### src/rtl/serial_sub_unit_if.sv
// Handshake and operand/result bundle for serial_sub_unit.
// master drives the request side, slave is the subtractor.
interface serial_sub_unit_if #(
    parameter int WIDTH = 32
);
    logic             start;
    logic [WIDTH-1:0] a;
    logic [WIDTH-1:0] b;
    logic             busy;
    logic             done;
    logic [WIDTH-1:0] diff;
    logic             borrow;

    modport master (
        output start, a, b,
        input  busy, done, diff, borrow
    );

    modport slave (
        input  start, a, b,
        output busy, done, diff, borrow
    );
endinterface

### src/rtl/serial_sub_unit.sv
// Digit-serial subtractor: diff = a - b, DIGIT_W bits per clock, LSB digit first.
// Optional SERIAL_SUB_SAT_EN clamps diff to zero when the subtraction borrows.
//
// state | meaning
// IDLE  | waiting for start; a/b captured on the accepting edge
// BUSY  | one digit per clock, N clocks total
// DONE  | one-cycle done pulse, then back to IDLE
module serial_sub_unit #(
    parameter int WIDTH   = 32,
    parameter int DIGIT_W = 4
) (
    input  logic               clk,
    input  logic               rst_n,
    serial_sub_unit_if.slave   bus
);
    localparam int N  = WIDTH / DIGIT_W;
    localparam int CW = (N > 1) ? $clog2(N) : 1;
    localparam logic [CW-1:0] LAST = CW'(N - 1);

    typedef enum logic [1:0] {
        IDLE = 2'd0,
        BUSY = 2'd1,
        DONE = 2'd2
    } state_t;

    state_t           state;
    logic [WIDTH-1:0] a_sh;
    logic [WIDTH-1:0] b_sh;
    logic [WIDTH-1:0] res_sh;
    logic [CW-1:0]    count;
    logic             carry;
    logic             busy_q;
    logic             done_q;
    logic [WIDTH-1:0] diff_q;
    logic             borrow_q;

    logic [DIGIT_W:0]  sum;
    logic [WIDTH-1:0]  res_next;

    // a + ~b + carry on the current digit; carry starts at 1 for two's complement
    always_comb begin
        sum      = {1'b0, a_sh[DIGIT_W-1:0]} + {1'b0, ~b_sh[DIGIT_W-1:0]}
                 + {{DIGIT_W{1'b0}}, carry};
        res_next = {sum[DIGIT_W-1:0], res_sh[WIDTH-1:DIGIT_W]};
    end

    always_ff @(posedge clk) begin
        if (!rst_n) begin
            state    <= IDLE;
            a_sh     <= '0;
            b_sh     <= '0;
            res_sh   <= '0;
            count    <= '0;
            carry    <= 1'b0;
            busy_q   <= 1'b0;
            done_q   <= 1'b0;
            diff_q   <= '0;
            borrow_q <= 1'b0;
        end else begin
            case (state)
                IDLE: begin
                    done_q <= 1'b0;
                    if (bus.start) begin
                        a_sh   <= bus.a;
                        b_sh   <= bus.b;
                        res_sh <= '0;
                        count  <= '0;
                        carry  <= 1'b1;
                        busy_q <= 1'b1;
                        state  <= BUSY;
                    end
                end
                BUSY: begin
                    a_sh   <= a_sh >> DIGIT_W;
                    b_sh   <= b_sh >> DIGIT_W;
                    res_sh <= res_next;
                    carry  <= sum[DIGIT_W];
                    count  <= count + CW'(1);
                    if (count == LAST) begin
`ifdef SERIAL_SUB_SAT_EN
                        diff_q <= sum[DIGIT_W] ? res_next : '0;
`else
                        diff_q <= res_next;
`endif
                        // no carry out of the top digit means a < b
                        borrow_q <= ~sum[DIGIT_W];
                        busy_q   <= 1'b0;
                        done_q   <= 1'b1;
                        state    <= DONE;
                    end
                end
                DONE: begin
                    done_q <= 1'b0;
                    state  <= IDLE;
                end
                default: begin
                    busy_q <= 1'b0;
                    done_q <= 1'b0;
                    state  <= IDLE;
                end
            endcase
        end
    end

    assign bus.busy   = busy_q;
    assign bus.done   = done_q;
    assign bus.diff   = diff_q;
    assign bus.borrow = borrow_q;
endmodule

### src/flat_wrapper.sv
// flat-port wrapper written by rule: the top's interface ports become plain ports
module serial_sub_unit_flat 
#(
    parameter int WIDTH   = 32,
    parameter int DIGIT_W = 4
)
  (clk, rst_n, bus_start, bus_a, bus_b, bus_busy, bus_done, bus_diff, bus_borrow);
  serial_sub_unit_if #(.WIDTH(WIDTH)) bus_i ();
  input  logic clk;
  input  logic rst_n;
  input wire logic [$bits(bus_i.start)-1:0] bus_start;
  input wire logic [$bits(bus_i.a)-1:0] bus_a;
  input wire logic [$bits(bus_i.b)-1:0] bus_b;
  output wire logic [$bits(bus_i.busy)-1:0] bus_busy;
  output wire logic [$bits(bus_i.done)-1:0] bus_done;
  output wire logic [$bits(bus_i.diff)-1:0] bus_diff;
  output wire logic [$bits(bus_i.borrow)-1:0] bus_borrow;
  assign bus_i.start = bus_start;
  assign bus_i.a = bus_a;
  assign bus_i.b = bus_b;
  assign bus_busy = bus_i.busy;
  assign bus_done = bus_i.done;
  assign bus_diff = bus_i.diff;
  assign bus_borrow = bus_i.borrow;
  serial_sub_unit #(.WIDTH(WIDTH), .DIGIT_W(DIGIT_W)) u_core (.clk(clk), .rst_n(rst_n), .bus(bus_i));
endmodule
### config.mk
export PLATFORM = sky130hd
export DESIGN_NAME = serial_sub_unit_flat
export DESIGN_NICKNAME = d
export VERILOG_FILES = /design/src/rtl/serial_sub_unit_if.sv /design/src/rtl/serial_sub_unit.sv /design/src/flat_wrapper.sv
export SDC_FILE = /design/constraint.sdc
export NUM_CORES = 1
export LEC_CHECK = 0
export ABC_AREA = 1
export BUFFER_PORTS_ARGS = -buffer_cell sky130_fd_sc_hd__buf_2
export CAP_MARGIN = 20
export CORE_ASPECT_RATIO = 1.25
export CORE_MARGIN = 2
export CORE_UTILIZATION = 35
export DETAILED_ROUTE_END_ITERATION = 8
export MAX_ROUTING_LAYER = met4
export PLACE_DENSITY = 0.6
export REMOVE_ABC_BUFFERS = 1
export SLEW_MARGIN = 20
export SYNTH_ARGS = -nofsm -noshare
export SYNTH_HDL_FRONTEND = slang
export SYNTH_SLANG_ARGS = --single-unit
### constraint.sdc
create_clock -name clk -period 1.5 [get_ports clk]
set_input_delay 0.15 -clock clk [delete_from_list [all_inputs] [get_ports clk]]
set_output_delay 0.15 -clock clk [all_outputs]
set_load 0.03 [all_outputs]
==> flow_summary.ini <==
[run_status]
status = completed

[yosys]
yosys.area.top_type_share = 0.501
synth_edf_count = 0
async_reset_ff_frac = 0
synthCells = 627
ys.flop_type = dfxtp_1
ys.warnings.count = 0
seq_area_frac_synth = 0.501
syn_avg_cell_area_sq_um = 8.47
synth_area_sq_um = 5310
synthTopCellsByArea = dfxtp_1, nand2_1, a31oi_1, o21ai_0, o32ai_2
ys_seq_elements = 133
ys_types = 28
synth_largest_area_cell = dfxtp_1

[sta]
grt_setup_unrepaired = false
tightest_slew_ns = 0.348
fin_crit_ns = 1.43
min_period_over_period = 0.953
slew_headroom = 0.768
hold_violations = 0
setup_viol = 0
setup_slack_ns = 0.0699
final_max_slew_viol_count = 0
fin_worst_skew_ns = 0.00518
max_freq_ghz = 0.699
whs_ns = 0.0155

[setup_path]
worstSetupEndpointType = register
slowest_delay_ns = 0.44
critPathSlowestCell = fa_2
path_delay_family = adder cells
crit_type = reg2reg
start_kind = register
required_ns = 1.84
worst_ep_arrival_time_ns = 1.77
path_buf_inv = 1
cpMostUsedCell = fa_2
cp_cell_sequence = fa_2 -> inv_2 -> fa_2 -> o22ai_2
path_max_fanout = 2

[placed_design]
placed_area_sq_um = 6020
port_buffers = 101
dp_cells = 880
pre_cts_ws_ns = -0.0236
place_congestion = 0.836
hpwl_mm = 8.22

[finish]
num_antenna_cells = 0
layout-drive-gt1-share = 0.253
finalNonFillerCells = 968
fin_area_sq_um = 7270
nets = 847
area_growth_pct = 36.9
final_cell_mix = nand2_1, dfxtp_1, buf_2, o21ai_1, a31oi_1

[clock_tree]
numCtsBuffers = 17
cts.path.max_buffers = 2
clockRootBuffer = clkbuf_16
cts-htree-levels = 4
clk_latency_ns = 0.41
clk_pin_slew_ns = 0.06
cts.sinks = 133
cts_tree = done

[power]
p_per_area_nw_per_um2 = 1290
p_sw_frac = 0.246
seq_power_share = 0.410
clkPwrFrac = 0.470
combPwrFrac = 0.120
switchingPower_mw = 2.32
p_int_mw = 7.09
vdd_ir_drop_max_v = 0.000599
p_leak_nw = 3.05

[die]
die_area_sq_um = 16200
core_sq_um = 14900
design.portCount = 102
die_width_um = 114
num_rows = 50
die_height_um = 142
floorplan.initialDensity = 0.357

[detailed_routing]
wl_per_cell_um = 13.4
drcViolationCount = 0
vias_per_cell = 4.96
drtAntennaViolNets = 0
drt_iter0_markers = 252
num_vias = 4800
totalWireLength_mm = 12.9
first_pass_iters = 4

[global_route]
grt_pass1_wl_mm = 21.2
grt_pass1_vias = 4568
grt_max_degree = 63
antenna_found_initial = 0
grt_overflow = 0
track_usage = 0.168

[min_path]
hold_class = in2reg

[job]
maxCapViolCount = 0
cell usage after synthesis, types with 2 or more instances:
master	n
nand3_1	18
buf_6	8
a22oi_1	2
inv_1	43
fa_1	2
o32ai_2	19
clkbuf_1	12
buf_2	25
buf_4	4
a21oi_1	28
nor2_1	24
nand2_1	129
a31oi_1	54
ha_1	5
o22ai_1	3
inv_2	4
dfxtp_1	133
o21ai_0	62
o21ai_1	43
repair_timing:
action,CTS,global route
hold buffers,51,0
cloned,0,1
pin swaps,0,5
setup endpoints to repair,6,36
endpoints found under the hold margin,51,0
buffers inserted,0,4
resized for setup,2,26
worst paths after layout:
path | startpoint | slack (ns) | end | depth (start not counted)
setup / recovery | u_core.carry | 0.07 | u_core.res_sh[29] | 4
hold / removal | bus_b[18] | 0.02 | u_core.b_sh[18] | 3
setup reg to reg | u_core.carry | 0.07 | u_core.res_sh[29] | 4
hold reg to reg | u_core.count[0] | 0.43 | u_core.count[0] | 1
cell families (layout without fill, tap and decap cells):
logic type,count (synthesis),in the layout,share of synthesized area
AO/OA/AOI/OAI,213,213,0.257
AND/OR/NAND/NOR,175,175,0.132
flip-flops,133,133,0.501
buffers and inverters,98,257,0.0895
adder cells (fa/ha/maj),7,7,0.0193
XOR/XNOR,1,1,0.00165
through the flow:
| stage | power [mW] | utilization | TNS, ns |
|---|---|---|---|
| floorplan | 4.50 | - | -111.35 |
| global placement | 4.90 | 0.405 | 0 |
| detailed placement | 4.93 | 0.405 | -0.0395 |
| CTS | 9.49 | 0.482 | 0 |
| global route | 9.81 | 0.488 | 0 |
| finish | 9.41 | 0.488 | 0 |
state kept, by name, indices dropped and copies added, names as in the netlist:
name	count
u_core.state	2
u_core.bus.diff	32
u_core.bus.busy	1
u_core.count	3
u_core.bus.borrow	1
u_core.carry	1
u_core.a_sh	32
u_core.bus.done	1
u_core.b_sh	32
u_core.res_sh	28
per-layer routing:
layer,share of wire,global-route usage
met1,0.46,0.197
met2,0.48,0.276
met3,0.040,0.0423
met4,0.018,0.0680
met5,0,-
cell type report:
type / instances / area (sq um)
flip-flops and latches: 133 / 2670
multi-input cells: 396 / 2210
clock buffers: 19 / 443
clock inverters: 13 / 196
fillers: 1435 / 7620
inverters: 47 / 179
well taps: 182 / 228
repair buffers: 178 / 1350
power groups by stage:
stage	Clock, mW	Sequential, mW	Combinational, mW
2_1_floorplan	0	3.91	0.595
3_3_place_gp	0	3.92	0.983
3_5_place_dp	0	3.93	1.00
4_1_cts	4.52	3.85	1.11
5_1_grt	4.67	3.88	1.26
6_report	4.42	3.86	1.13
worst register-to-register path, delay by kind of cell (launching register included):
| kind | cells | cell delay (ns) |
|---|---|---|
| AO/OA/AOI/OAI | 1 | 0.12 |
| flip-flops | 1 | 0.33 |
| adder cells (fa/ha/maj) | 2 | 0.84 |
| buffers and inverters | 1 | 0.07 |
(Power assumes the default switching activity.)
